<file path="src/rtl/input_delay_capture_array.sv">
// Multi-channel input-capture block: each channel applies a selectable bitwise function to two ports,
// then sends the result down a valid-tagged pipeline and counts beats where the result differs from port_a.
module input_delay_capture_array #(
    parameter int NUM_CH = 4,
    parameter int WIDTH  = 8,
    parameter int DEPTH  = 2,
    parameter int CNT_W  = 8
) (
    input  logic                      src_clk,
    input  logic                      rst_n,
    input  logic                      in_valid,
    input  logic [NUM_CH*WIDTH-1:0]   port_a,
    input  logic [NUM_CH*WIDTH-1:0]   port_b,
    input  logic [1:0]                mode,
    input  logic                      clr_cnt,
    output logic [NUM_CH*WIDTH-1:0]   ref_q,
    output logic [NUM_CH*WIDTH-1:0]   out,
    output logic                      out_valid,
    output logic [NUM_CH*CNT_W-1:0]   mismatch_cnt
);

    localparam int DW = NUM_CH * WIDTH;
    localparam int CW = NUM_CH * CNT_W;
    localparam logic [CNT_W-1:0] CNT_MAX = '1;

    logic [DW-1:0]             ref_d;
    logic [DW-1:0]             comb_res;
    logic [DEPTH-1:0][DW-1:0]  res_q, res_d;
    logic [DEPTH-1:0][DW-1:0]  a_q, a_d;
    logic [DEPTH-1:0]          v_q, v_d;
    logic [CW-1:0]             cnt_q, cnt_d;

    // The functions are purely bitwise, so applying them to the packed vector keeps channels independent.
    always_comb begin
        comb_res = port_a;
        case (mode)
            2'b00:   comb_res = port_a & port_b;
            2'b01:   comb_res = port_a | port_b;
            2'b10:   comb_res = port_a ^ port_b;
            default: comb_res = port_a;
        endcase
    end

    always_comb begin
        ref_d = port_a;
        res_d = res_q;
        a_d   = a_q;
        v_d   = v_q;

        v_d[0] = in_valid;
        if (in_valid) begin
            res_d[0] = comb_res;
            a_d[0]   = port_a;
        end

        // Data stages only load behind a valid beat, so out holds its last result through bubbles.
        for (int k = 1; k < DEPTH; k++) begin
            v_d[k] = v_q[k-1];
            if (v_q[k-1]) begin
                res_d[k] = res_q[k-1];
                a_d[k]   = a_q[k-1];
            end
        end
    end

    // Clear wins over a same-cycle increment; counters stick at their maximum.
    always_comb begin
        cnt_d = cnt_q;
        for (int c = 0; c < NUM_CH; c++) begin
            if (clr_cnt) begin
                cnt_d[c*CNT_W +: CNT_W] = '0;
            end else if (v_q[DEPTH-1]
                         && (res_q[DEPTH-1][c*WIDTH +: WIDTH] != a_q[DEPTH-1][c*WIDTH +: WIDTH])
                         && (cnt_q[c*CNT_W +: CNT_W] != CNT_MAX)) begin
                cnt_d[c*CNT_W +: CNT_W] = cnt_q[c*CNT_W +: CNT_W] + CNT_W'(1);
            end
        end
    end

    always_ff @(posedge src_clk or negedge rst_n) begin
        if (!rst_n) begin
            ref_q <= '0;
            res_q <= '0;
            a_q   <= '0;
            v_q   <= '0;
            cnt_q <= '0;
        end else begin
            ref_q <= ref_d;
            res_q <= res_d;
            a_q   <= a_d;
            v_q   <= v_d;
            cnt_q <= cnt_d;
        end
    end

    assign out          = res_q[DEPTH-1];
    assign out_valid    = v_q[DEPTH-1];
    assign mismatch_cnt = cnt_q;

endmodule

</file>
<file path="config.mk">
export PLATFORM = sky130hd
export DESIGN_NAME = input_delay_capture_array
export DESIGN_NICKNAME = d
export VERILOG_FILES = /design/src/rtl/input_delay_capture_array.sv
export SDC_FILE = /design/constraint.sdc
export NUM_CORES = 1
export LEC_CHECK = 0
export ABC_AREA = 1
export BUFFER_PORTS_ARGS = -buffer_cell sky130_fd_sc_hd__buf_2
export CORE_MARGIN = 2
export CORE_UTILIZATION = 59
export CTS_BUF_LIST = sky130_fd_sc_hd__clkbuf_8
export DETAILED_ROUTE_END_ITERATION = 8
export PLACE_DENSITY = 0.82
export SETUP_SLACK_MARGIN = 0.4
export SYNTH_ARGS = -nofsm -noshare
export SYNTH_HDL_FRONTEND = slang
export SYNTH_SLANG_ARGS = --single-unit
</file>
<file path="constraint.sdc">
create_clock -name src_clk -period 2 [get_ports src_clk]
set_clock_uncertainty 0.2 [all_clocks]
set_input_delay 0 -clock src_clk [delete_from_list [all_inputs] [get_ports src_clk]]
set_output_delay 0 -clock src_clk [all_outputs]
set_load 0.05 [all_outputs]
</file>
==> metrics.md <==
| Metric | Value |
|---|---|
| WHS | approximately 0.013 ns |
| Synth Instances | 1130 |
| Max_cap viols | 0 |
| RSZ-0062 raised after global routing | true |
| N_diodes | 0 |
| Cell internal pwr | about 6.1 mW |
| Post-synth cell types | 25 |
| HP Class | input port to register |
| Final setup violation count | 0 |
| Via-to-Cell Ratio | around 5.4 |
| Root buf cell | clkbuf_8 |
| Clock Sinks | 194 |
| LEAKAGE | roughly 6.5 nW |
| Final Wtd Congestion | around 0.82 |
| Reg2reg start | out[19] |
| Sw Share | 0.340 |
| Fill cells | 1069 |
| Post-Synthesis Cell Area | ~9800 um2 |
| Reg power frac | 0.490 |
| Initial antenna violation count | 0 |
| Fin crit period | ~1.7 ns |
| R2R Setup Slk | 0.30 ns |
| Slowest cell on the critical path | dfrtp_1 |
| Peak supply drop | 473 uV |
| Port Buffer Count | around 170 |
| Drt first pass iters | 5 |
| WP buf/inv | 0 |
| CP startpoint kind | register |
| Num CTS Buffers | 17 |
| Switch Pwr | between 3 and 4 mW |
| Synth warn | 0 |
| GR Overflow Total | 0 |
| Post-route ant nets | 0 |
| Post-Synth Adder-Cell Area | 0.0870 |
| Post-synth net total | about 1300 |
| Worst slew margin | 0.455 |
| Detailed-route DRC error count | 0 |
| Worst Hold End | res_q[21] |
| Core area | between 15000 and 20000 um2 |
| Critical Path AT | 1.88 ns |
| Worst Reg-to-Reg Cells | 8 |
| Wire per inst | 16.2 um |
| Total Wirelength | around 26000 um |
| Synthesized area per cell | about 8.7 um2 |
| Die area | about 18000 um2 |
| Post-DP HPWL | 15400 um |
| CP Class | register to register |
| CP endpoint kind | register |
| # rows | 47 |
| Yosys reg bits | slightly below 200 |
| TNS Setup | 0 ns |
| Largest net degree at the start of global routing | 57 |
| Post-synthesis simple-gate area fraction | 0.178 |
| Bufs on Longest Clock Path | 2 |
| Period utilization | 0.850 |
| Cell Chain, Critical Path | xnor2_2 > nand2_1 > nor2_1 > nand2_2 > nand3_4 > nand2_8 > nand2_1 > nand2_1 |
| Combinational family with the most area after synthesis | simple AND/OR/NAND/NOR gates |
| Die Width | 133 um |
| Post-Synth XOR/XNOR Area | 0.0286 |
| Initial DRC count | ~630 |
| Most common cell on crit path | nand2_1 |
| CTS tree | done |
| Post-synthesis mux area share | 0.0161 |
| Hold Crit Start | mode[1] |
| Io pins | about 170 |
| Critical Path Stages | 8 |
| Least-Margin Pin Slew | a little over 0.8 ns |
| Logic pwr share | 0.254 |
| Fin nets | around 1500 |
| Clk_lat worst skew | 0.48 ns |
| CP required | 2.18 ns |
| Vias | 8754 |
| CP top delay family | simple AND/OR/NAND/NOR gates |
| Hold Path Depth | 7 |
| Starting Density | 0.596 |
| Final hold vios | 0 |
| FMAX | between 500 and 600 MHz |
| Worst-path fanout max | 8 |
| CP max stage delay | 0.43 ns |
| H-tree depth | 4 |
| Pwr dens | 735 nW/um2 |
| Synth Area in Compound Gates | 0.0999 |
| Pins over their slew limit | 0 |
| First-pass GRT wire length | around 42000 um |
| Die Y | roughly 130 um |
| R2r endpoint | mismatch_cnt[18] |
| Clk pwr share | 0.257 |
| Share of cells above drive strength 1 | 0.250 |
| Vias in the first global route | a little under 9000 |
| Clk slew on worst S/H paths | about 0.1 ns |
| Outcome | finished, final reports clean |
| Area growth syn-to-layout | 29.7% |
| GRT Resource Usage Total | 0.300 |
| Post-synthesis sequential area ratio | 0.496 |
==> synth_stat cells (all sizes together) <==
cell type  count  area share
a21oi         37       0.019
ha            68       0.087
xor2          16       0.014
mux2          14       0.016
dfrtp        194        0.50
clkbuf        19      0.0073
nand4          4      0.0026
nand3         44       0.025
nand2        304        0.12
nor3           4      0.0020
o211ai        12      0.0092
inv          126       0.048
a31oi         15      0.0096
xnor2         16       0.014
o21ai        114       0.058
nor2          80       0.031
buf           58       0.038
a211oi         5      0.0038
==> area by class of cell <==
type,count,area [um2],share of cell area
sequential,194,4870,0.384
multi-input combinational,735,4330,0.341
timing repair buffer,325,2390,0.188
inverter,126,473,0.0373
tap,220,275,0.0217
clock buffer,19,262,0.0206
clock inverter,11,91.3,0.00720
==> worst max path at each step <==
| stage | to | slack (ns) | from |
|---|---|---|---|
| CTS | mismatch_cnt[18] | 0.32 | out[22] |
| detailed placement | mismatch_cnt[18] | 0.16 | a_q[54] |
| finish | mismatch_cnt[18] | 0.30 | out[19] |
| global placement | mismatch_cnt[22] | 0.18 | out[22] |
| floorplan | mismatch_cnt[26] | 0.26 | mismatch_cnt[24] |
| global route | mismatch_cnt[18] | 0.23 | out[19] |
==> state kept, by name, indices dropped and copies added, names as in the netlist <==
register      cells
mismatch_cnt     32
ref_q            32
res_q            32
a_q              64
v_q               2
out              32
==> layer usage <==
layer  track usage  up-vias  wire length, um
met5             0        -                0
met4         0.117        0              843
met3        0.0594       80             1410
met2         0.525      316            13400
met1         0.365     4252            10800
li1              -     4106                -
==> logic make-up after synthesis <==
logic type	after synthesis
AO/OA/AOI/OAI	183
XOR/XNOR	32
adder cells (fa/ha/maj)	68
buffers and inverters	203
flip-flops	194
multiplexers	14
AND/OR/NAND/NOR	436
==> per-stage QoR <==
stage	cells	util	area [um2]	worst slack (ns)	power, mW
2_1_floorplan	1130	-	9820	0.260	6.06
3_3_place_gp	1456	0.652	10700	0.185	6.52
3_5_place_dp	1456	0.652	10700	0.157	6.60
4_1_cts	1614	0.759	12400	0.319	9.20
5_1_grt	1630	0.773	12700	0.226	9.73
6_report	1630	0.773	12700	0.300	9.32
==> worst reg2reg max path, stage by stage (launching register included) <==
cell	delay, ns
dfrtp_1	0.43
xnor2_2	0.18
nand2_1	0.11
nor2_1	0.14
nand2_2	0.11
nand3_4	0.17
nand2_8	0.10
nand2_1	0.10
nand2_1	0.05
==> cells in the final DEF, fill, tap and decap left out, types with 37 or more instances in the layout <==
cell,instances
a21oi_1,37
buf_2,164
buf_4,46
dfrtp_1,184
dlygate4sd3_1,104
ha_1,64
inv_1,115
nand2_1,265
nand3_1,39
nor2_1,67
o21ai_0,77
o21ai_1,37
==> repair_timing <==
item | in CTS | in global routing
pin swaps | 17 | 41
setup endpoints to repair | 34 | 36
endpoints found under the hold margin | 323 | 3
buffers inserted | 20 | 16
gates cloned | 2 | 0
hold buffers | 106 | 2
gates resized for setup | 34 | 46
==> power groups by stage <==
stage / clock network (mW) / registers [mW] / logic, mW
final: 2.39 / 4.56 / 2.37
after global routing: 2.56 / 4.61 / 2.57
after CTS: 2.40 / 4.55 / 2.25
after detailed placement: 0 / 4.63 / 1.97
after global placement: 0 / 4.60 / 1.92
after floorplan: 0 / 4.79 / 1.27
Note: power is estimated with default switching activity, not from simulation.
